==> config.mk <==
export PLATFORM = sky130hd
export DESIGN_NAME = imm_encoder
export DESIGN_NICKNAME = d
export VERILOG_FILES = /design/src/rtl/arm_imm_pkg.sv /design/src/rtl/imm_rot_check.sv /design/src/rtl/imm_encoder.sv
export SDC_FILE = /design/constraint.sdc
export NUM_CORES = 1
export LEC_CHECK = 0
export CAP_MARGIN = 10
export CORE_ASPECT_RATIO = 0.6
export CORE_MARGIN = 1.5
export CORE_UTILIZATION = 61
export DETAILED_ROUTE_END_ITERATION = 16
export HOLD_SLACK_MARGIN = 0.08
export PLACE_DENSITY = 0.84
export RECOVER_POWER = 25
export SYNTH_ARGS = -nofsm -noshare
export SYNTH_HDL_FRONTEND = slang
export SYNTH_SLANG_ARGS = --single-unit
==> constraint.sdc <==
create_clock -name clk -period 7.65 [get_ports clk]
set_clock_uncertainty 0.05 [all_clocks]
set_input_delay 1.53 -clock clk [delete_from_list [all_inputs] [get_ports clk]]
set_output_delay 1.53 -clock clk [all_outputs]
set_load 0.01 [all_outputs]
==> src/rtl/arm_imm_pkg.sv <==
// Shared types and field layout for the ARM operand-2 immediate encoder.
package arm_imm_pkg;
  typedef enum logic [1:0] {IDLE, SEARCH, DONE} state_t;

  localparam int ROT_COUNT = 16;
  localparam int IMM8_W    = 8;

  // imm12 = {rot, imm8}
  localparam int ROT_MSB  = 11;
  localparam int ROT_LSB  = 8;
  localparam int IMM8_MSB = 7;
  localparam int IMM8_LSB = 0;
endpackage

==> src/rtl/imm_rot_check.sv <==
// Checks whether one rotation of a 32-bit value fits an 8-bit immediate.
module imm_rot_check
  import arm_imm_pkg::*;
(
  input  logic [31:0]       val,
  input  logic [3:0]        rot,
  output logic              fits,
  output logic [IMM8_W-1:0] imm8
);
  logic [4:0]  sh;
  logic [31:0] v;

  // ROL by 2*rot undoes the decoder's ROR; shift by 32 yields 0 at rot 0
  assign sh   = {rot, 1'b0};
  assign v    = (val << sh) | (val >> (6'd32 - {1'b0, sh}));
  assign fits = (v[31:IMM8_W] == '0);
  assign imm8 = v[IMM8_W-1:0];
endmodule

==> src/rtl/imm_encoder.sv <==
// Iterative immediate encoder: one rotation per cycle, lowest rot wins.
module imm_encoder
  import arm_imm_pkg::*;
#(
  parameter bit ALLOW_INVERT = 1'b1
) (
  input  logic        clk,
  input  logic        rst,
  input  logic        in_valid,
  output logic        in_ready,
  input  logic [31:0] value,
  output logic        out_valid,
  input  logic        out_ready,
  output logic        encodable,
  output logic        inverted,
  output logic [11:0] imm12
);
  state_t              state;
  logic [3:0]          rot;
  logic [31:0]         val_q;
  logic                plain_fits, inv_fits_raw, inv_fits;
  logic [IMM8_W-1:0]   plain_imm8, inv_imm8;

  imm_rot_check u_plain (.val(val_q),  .rot(rot), .fits(plain_fits),   .imm8(plain_imm8));
  imm_rot_check u_inv   (.val(~val_q), .rot(rot), .fits(inv_fits_raw), .imm8(inv_imm8));

  assign inv_fits = ALLOW_INVERT && inv_fits_raw;
  assign in_ready = (state == IDLE) && !rst;

  always_ff @(posedge clk or posedge rst) begin
    if (rst) begin
      state     <= IDLE;
      rot       <= '0;
      val_q     <= '0;
      out_valid <= 1'b0;
      encodable <= 1'b0;
      inverted  <= 1'b0;
      imm12     <= '0;
    end else begin
      case (state)
        IDLE: if (in_valid) begin
          val_q <= value;
          rot   <= '0;
          state <= SEARCH;
        end
        SEARCH: begin
          // plain match has priority over the inverted one at the same rot
          if (plain_fits) begin
            encodable                 <= 1'b1;
            inverted                  <= 1'b0;
            imm12[ROT_MSB:ROT_LSB]    <= rot;
            imm12[IMM8_MSB:IMM8_LSB]  <= plain_imm8;
            out_valid                 <= 1'b1;
            state                     <= DONE;
          end else if (inv_fits) begin
            encodable                 <= 1'b1;
            inverted                  <= 1'b1;
            imm12[ROT_MSB:ROT_LSB]    <= rot;
            imm12[IMM8_MSB:IMM8_LSB]  <= inv_imm8;
            out_valid                 <= 1'b1;
            state                     <= DONE;
          end else if (rot == 4'(ROT_COUNT - 1)) begin
            encodable <= 1'b0;
            inverted  <= 1'b0;
            imm12     <= '0;
            out_valid <= 1'b1;
            state     <= DONE;
          end else begin
            rot <= rot + 4'd1;
          end
        end
        DONE: if (out_ready) begin
          out_valid <= 1'b0;
          state     <= IDLE;
        end
        default: state <= IDLE;
      endcase
    end
  end
endmodule

[Word level (Yosys, flattened, before mapping)]
Cells that the tools add are included.
Storage, ports and cells
  input bits: 36
  logic and storage cells: 61
  output and inout bits: 16
  bits in registers: 53
Cells by class
  equality and inequality tests: 9
  add/sub/neg operators: 2
  bitwise gates (word level): 3
  mux-type cells: 23
  reduce and logical (&&, ||, !) cells: 13
  shift operators: 4
Operators by type and width (number)
  bitwise OR 32 bit: 2
  << shifter 32 x 5 -> 32 bit: 2
  >> shifter 32 x 6 -> 32 bit: 2
  logical NOT 24 bit: 2
  2-to-1 mux 12 bit: 3
  NOT 32 bit: 1
  2-to-1 mux 4 bit: 4
  2-to-1 mux 2 bit: 5
  inequality test 2 bit, second input constant: 5
  2-to-1 mux 1 bit: 8
  case mux 4 bit (2 select lines): 1
  case mux 2 bit (3 select lines): 1
  AND reduction 3 bit: 2
  subtractor 6 x 5 -> 6 bit, first input constant: 1
  AND reduction 5 bit: 1
  adder 4 x 1 -> 4 bit, second input constant: 1
  equality test 4 bit, second input constant: 1
  inequality test 4 bit, second input constant: 1
  AND reduction 2 bit: 2
  nonzero test 2 bit: 2
  nonzero test 3 bit: 1
  equality test 2 x 1 -> 1 bit, second input constant: 1
  equality test 2 bit, second input constant: 1
  logical NOT 2 bit: 1
  3 further kinds: 3

[Longest topological paths before layout]
  word-level depth: 7
  mapped depth: 19
  gate-level depth less buffers: 11

[Hierarchy]
A second synthesis with hierarchy kept.
Second synthesis, totals
  cell total of the unflattened synthesis: 654
  area total of the unflattened synthesis: 5575.3 um2
Modules (own cells, without submodules)
  imm_rot_check: instances 2, sequential area each 0.0 um2, area each 1576.5 um2, cells each 230
  imm_encoder: instances 1, sequential area each 1326.3 um2, area each 2422.3 um2, cells each 194

[Worst setup path before layout]
Ideal clock, no wire load.
  path type: register -> register
  start: reg rot[0]
  end: reg imm12[0]
  path buffers: 8
  period minus slack after synthesis: 4267 ps
  path slack: 3383 ps
  data required time: 7473 ps
  stages on the path, launching flop included: 20
  arrival time: 4090 ps
  setup time: 127 ps
  cell sequence: dfrtp_1 > buf_6 > buf_6 > inv_2 > buf_2 > clkbuf_1 > ha_1 > buf_4 > buf_2 > buf_2 > nor3_1 > a21oi_1 > a2111oi_0 > o21ai_0 > a221o_1 > a211oi_2 > or3_1 > and2_1 > buf_6 > mux2_1
Between the ends
  longest elaborated chain between the ends: 6
  elaborated cells between the ends (all ways): 14
  classes of those cells: add/sub: 1; eq/ne: 1; shift: 4; mux: 2; bitwise: 2; reduce/logical: 4
RTL lines
  start, declared: RTL line imm_encoder.sv:19  | logic [3:0] rot;
  start signal, assigned: RTL line imm_encoder.sv:69  | rot <= rot + 4'd1;
  subtractor 6 x 5 -> 6 bit: RTL line imm_rot_check.sv:15  | assign v = (val << sh) | (val >> (6'd32 - {1'b0, sh}));
  >> shifter 32 x 6 -> 32 bit: RTL line imm_rot_check.sv:15
  bitwise OR 32 bit: RTL line imm_rot_check.sv:15
  logical NOT 24 bit: RTL line imm_rot_check.sv:16  | assign fits = (v[31:IMM8_W] == '0);
  nonzero test 3 bit (no line) or 2-to-1 mux 12 bit (tied branches)
  AND reduction 2 bit (no line) or 2-to-1 mux 12 bit (tied branches)
  end signal, assigned by index: RTL line imm_encoder.sv:51  | imm12[ROT_MSB:ROT_LSB] <= rot;
  end signal, assigned by index: RTL line imm_encoder.sv:52  | imm12[IMM8_MSB:IMM8_LSB] <= plain_imm8;
  end signal, assigned by index: RTL line imm_encoder.sv:58  | imm12[ROT_MSB:ROT_LSB] <= rot;
  end, declared: RTL line imm_encoder.sv:16  | output logic [11:0] imm12
Parallel ways exist; a longest one is shown, timed or not.
A chain may end at the register's enable or synchronous reset.

[Final worst setup path]
  start: reg rot[0]
  end: reg imm12[1]
The elaborated chain is that of the path after synthesis.

==> impl_results.md <==
- Status: complete, but fails checks
- Failing checks: capacitance limit, slew limit
- Yosys cell types: 70
- CP Class: reg -> reg
- Mapped Area: 5890 µm²
- Number of flops mapped to enable cells by yosys: 0
- Post-synth top cells: 56 x nand2_1, 53 x dfrtp_1, 48 x mux2_2, 45 x nor2_1, 44 x mux2i_1
- Post-synth top area share: 22.5%
- Syn-to-layout area delta: 8.98%
- TNS Setup: 0 ns
- Post-DR vias/cell: 7.40
- Pin count of the biggest net entering global routing: 72
- # port buffers: 51
- DR pass1 iterations: 5
- Initial antenna violation count: 0
- 1st-iter DRT viols: 783
- Worst hold margin: 0.439 ns
- Post-synthesis xor/xnor area fraction: less than 1%
- Placeable Area: ~9300 µm²
- Worst Path Max Fanout: 32
- Layout cell share with drive strength beyond 1: 18.8%
- Antenna Nets Post-Route: 0
- Hold path cells: 1
- Routability-driven placement congestion ratio: 0.980
- Synth Instances: 642
- Synth Area per Inst: 9.18 µm²
- Die ar.: approximately 10000 µm²
- Die X: 130 µm
- Worst endpoint required time: a little under 8 ns
- RSZ-0062 raised after global routing: false
- Final hold violation count: 0
- Placed Instances: 749
- GR Util All Layers: between 30% and 40%
- Number of top-level pins: 52
- Slew Viols, Final: 34
- Synth Area in Adders: 1.27%
- CTS tree: yes
- Register bit count reported by yosys: 53
- Final setup violating endpoints: 0
- Min-delay worst type: reg -> reg
- CTS resizes: 0
- Largest cells by area after synthesis: dfrtp_1 23%, mux4_2 15%, mux2_2 9.2%
- Simple-Gate Fraction of Synth Area: 17.1%
- Final core occ: between 60% and 70%
- Rows: 27
- Initial Util: roughly 63%
- Min Tclk post-route: 5.59 ns
- DP Wirelength: 12700 µm
- Register area share after synthesis: 22.5%
- Maxcap violations: 1
- Total CTS buffers: 5
- Max-slew headroom: -24.1%
- Slew of the pin with the lowest slew margin: around 1.9 ns
- Syn Nets: 684
- Yosys top cell by area: dfrtp_1
- Vias: 5612
- Fmax achieved: 0.179 GHz
- Final period util: 73.1%
- CTS clock-pin slew for the worst setup and hold paths: 0.07 ns
- H-Tree Depth: 2
- Vias in the first global route: 5192
- Postcts setup bufs: 0
- Area of the multi-input gates: 4140 µm²
- Synth Warn #: 0
- Worst-Skew Late Latency: 0.30 ns
- Startpoint Class: register
- GRT Residual Overflow: 0
- Most numerous cell in the Yosys netlist: nand2_1
- Avg WL per Cell: 24.4 µm
- Reg area: 1330 µm²
- N_diodes: 0
- Longest Clk Path Bufs: 2
- Ys flop type: dfrtp_1
- # hold bufs at CTS: 0
- Drt drc: 0
- DIE HEIGHT: 79.1 µm
- CP endpoint kind: register
- Global-route wire length before repair: 29000 µm
- Root buf cell: clkbuf_16
- R2R depth: 11
- Post-synthesis async set-or-reset flop share: 100%
- Sink Count: 53
- CP arrival: around 5.7 ns
- Fin cells: 758
- Routed WL: ~18000 µm
- Fill cells: 713
- Mux cell area share after synthesis: 33.7%
- Largest family of logic cells by synthesized area: multiplexers
- Total Nets Final: 669
- Compound-Gate Fraction of Synth Area: between 15 and 20%
==> through the flow <==
| step | cell area [µm²] | worst slack, ns |
|---|---|---|
| after floorplan | 5890 | 3.38 |
| after global placement | 6240 | 2.46 |
| after detailed placement | 6240 | 2.22 |
| after CTS | 6420 | 2.20 |
| after global routing | 6420 | 1.86 |
| final | 6420 | 2.06 |
==> sequential cells by signal, indices dropped and copies added (netlist names) <==
signal and cells:
val_q 32, imm12 12, rot 4, state 2
encodable 1, inverted 1, out_valid 1
==> cells by family (layout without fill, tap and decap cells) <==
family          after synthesis  in the layout
compound gates              144            144
buf+inv                      93             79
mux                         141            141
simple gates                202            202
fa+ha+maj                     6              6
xor+xnor                      3              3
flops                        53             53
==> metal layers <==
metal,track usage (%),up-vias,share of wire [%]
li1,-,2416,-
met1,55.7,2663,42
met2,52.6,473,42
met3,9.57,60,14
met4,9.89,0,2.8
met5,0,-,0
==> cell usage in the layout, fill, tap and decap left out, types with 4 or more instances in the layout <==
master / netlist / layout
buf_4: 6 / 8
a2111oi_0: 5 / 5
inv_1: 10 / 10
a32o_1: 4 / 4
mux2_2: 48 / 48
a31oi_1: 10 / 10
clkdlybuf4s50_1: 0 / 50
o211ai_1: 8 / 8
nor4_1: 9 / 9
and2_1: 9 / 9
nor2_1: 45 / 45
a21o_1: 5 / 5
nor2b_1: 7 / 7
nand4_1: 6 / 6
o21ai_0: 26 / 26
nor3_1: 24 / 24
a21oi_1: 19 / 19
nand2_1: 56 / 56
and3_1: 7 / 7
nor4b_1: 4 / 4
o31ai_1: 4 / 4
ha_1: 6 / 5
clkbuf_16: 0 / 5
mux2i_1: 44 / 44
dfrtp_1: 53 / 50
nand3_1: 14 / 14
nand2b_1: 8 / 8
mux2_1: 9 / 9
a211oi_1: 8 / 8
a22o_1: 8 / 8
o221ai_1: 7 / 7
mux4_2: 40 / 40
==> cell type report <==
cell class / count / area share (%)
clock buffers: 6 / 2.16
clock inverters: 2 / 0.585
inverters: 11 / 0.643
multi-input cells: 496 / 64.4
flip-flops and latches: 53 / 20.7
well taps: 130 / 2.53
repair buffers: 60 / 8.95
==> final timing paths <==
path	start	to	slack, ns
worst min register to register	encodable	encodable	0.44
min in group asynchronous	rst	rot[3]	1.79
max in group asynchronous	rst	rot[0]	3.44
worst max register to register	rot[0]	imm12[1]	2.06
worst max-delay path	rot[0]	imm12[1]	2.06
worst min-delay path	encodable	encodable	0.44
==> critical path, cell delays in order (launching register included) <==
cell	delay, ns
dfrtp_2	0.53
inv_2	0.53
ha_2	0.76
buf_4	0.48
a21oi_1	0.14
a2111oi_0	0.63
o21ai_0	0.16
a221o_1	0.39
a211oi_2	0.76
or3_1	0.26
and2_1	0.38
mux2_1	0.38
Power is not shown: default switching activity piles up to over one toggle a cycle in this logic, so the estimate is an artifact.
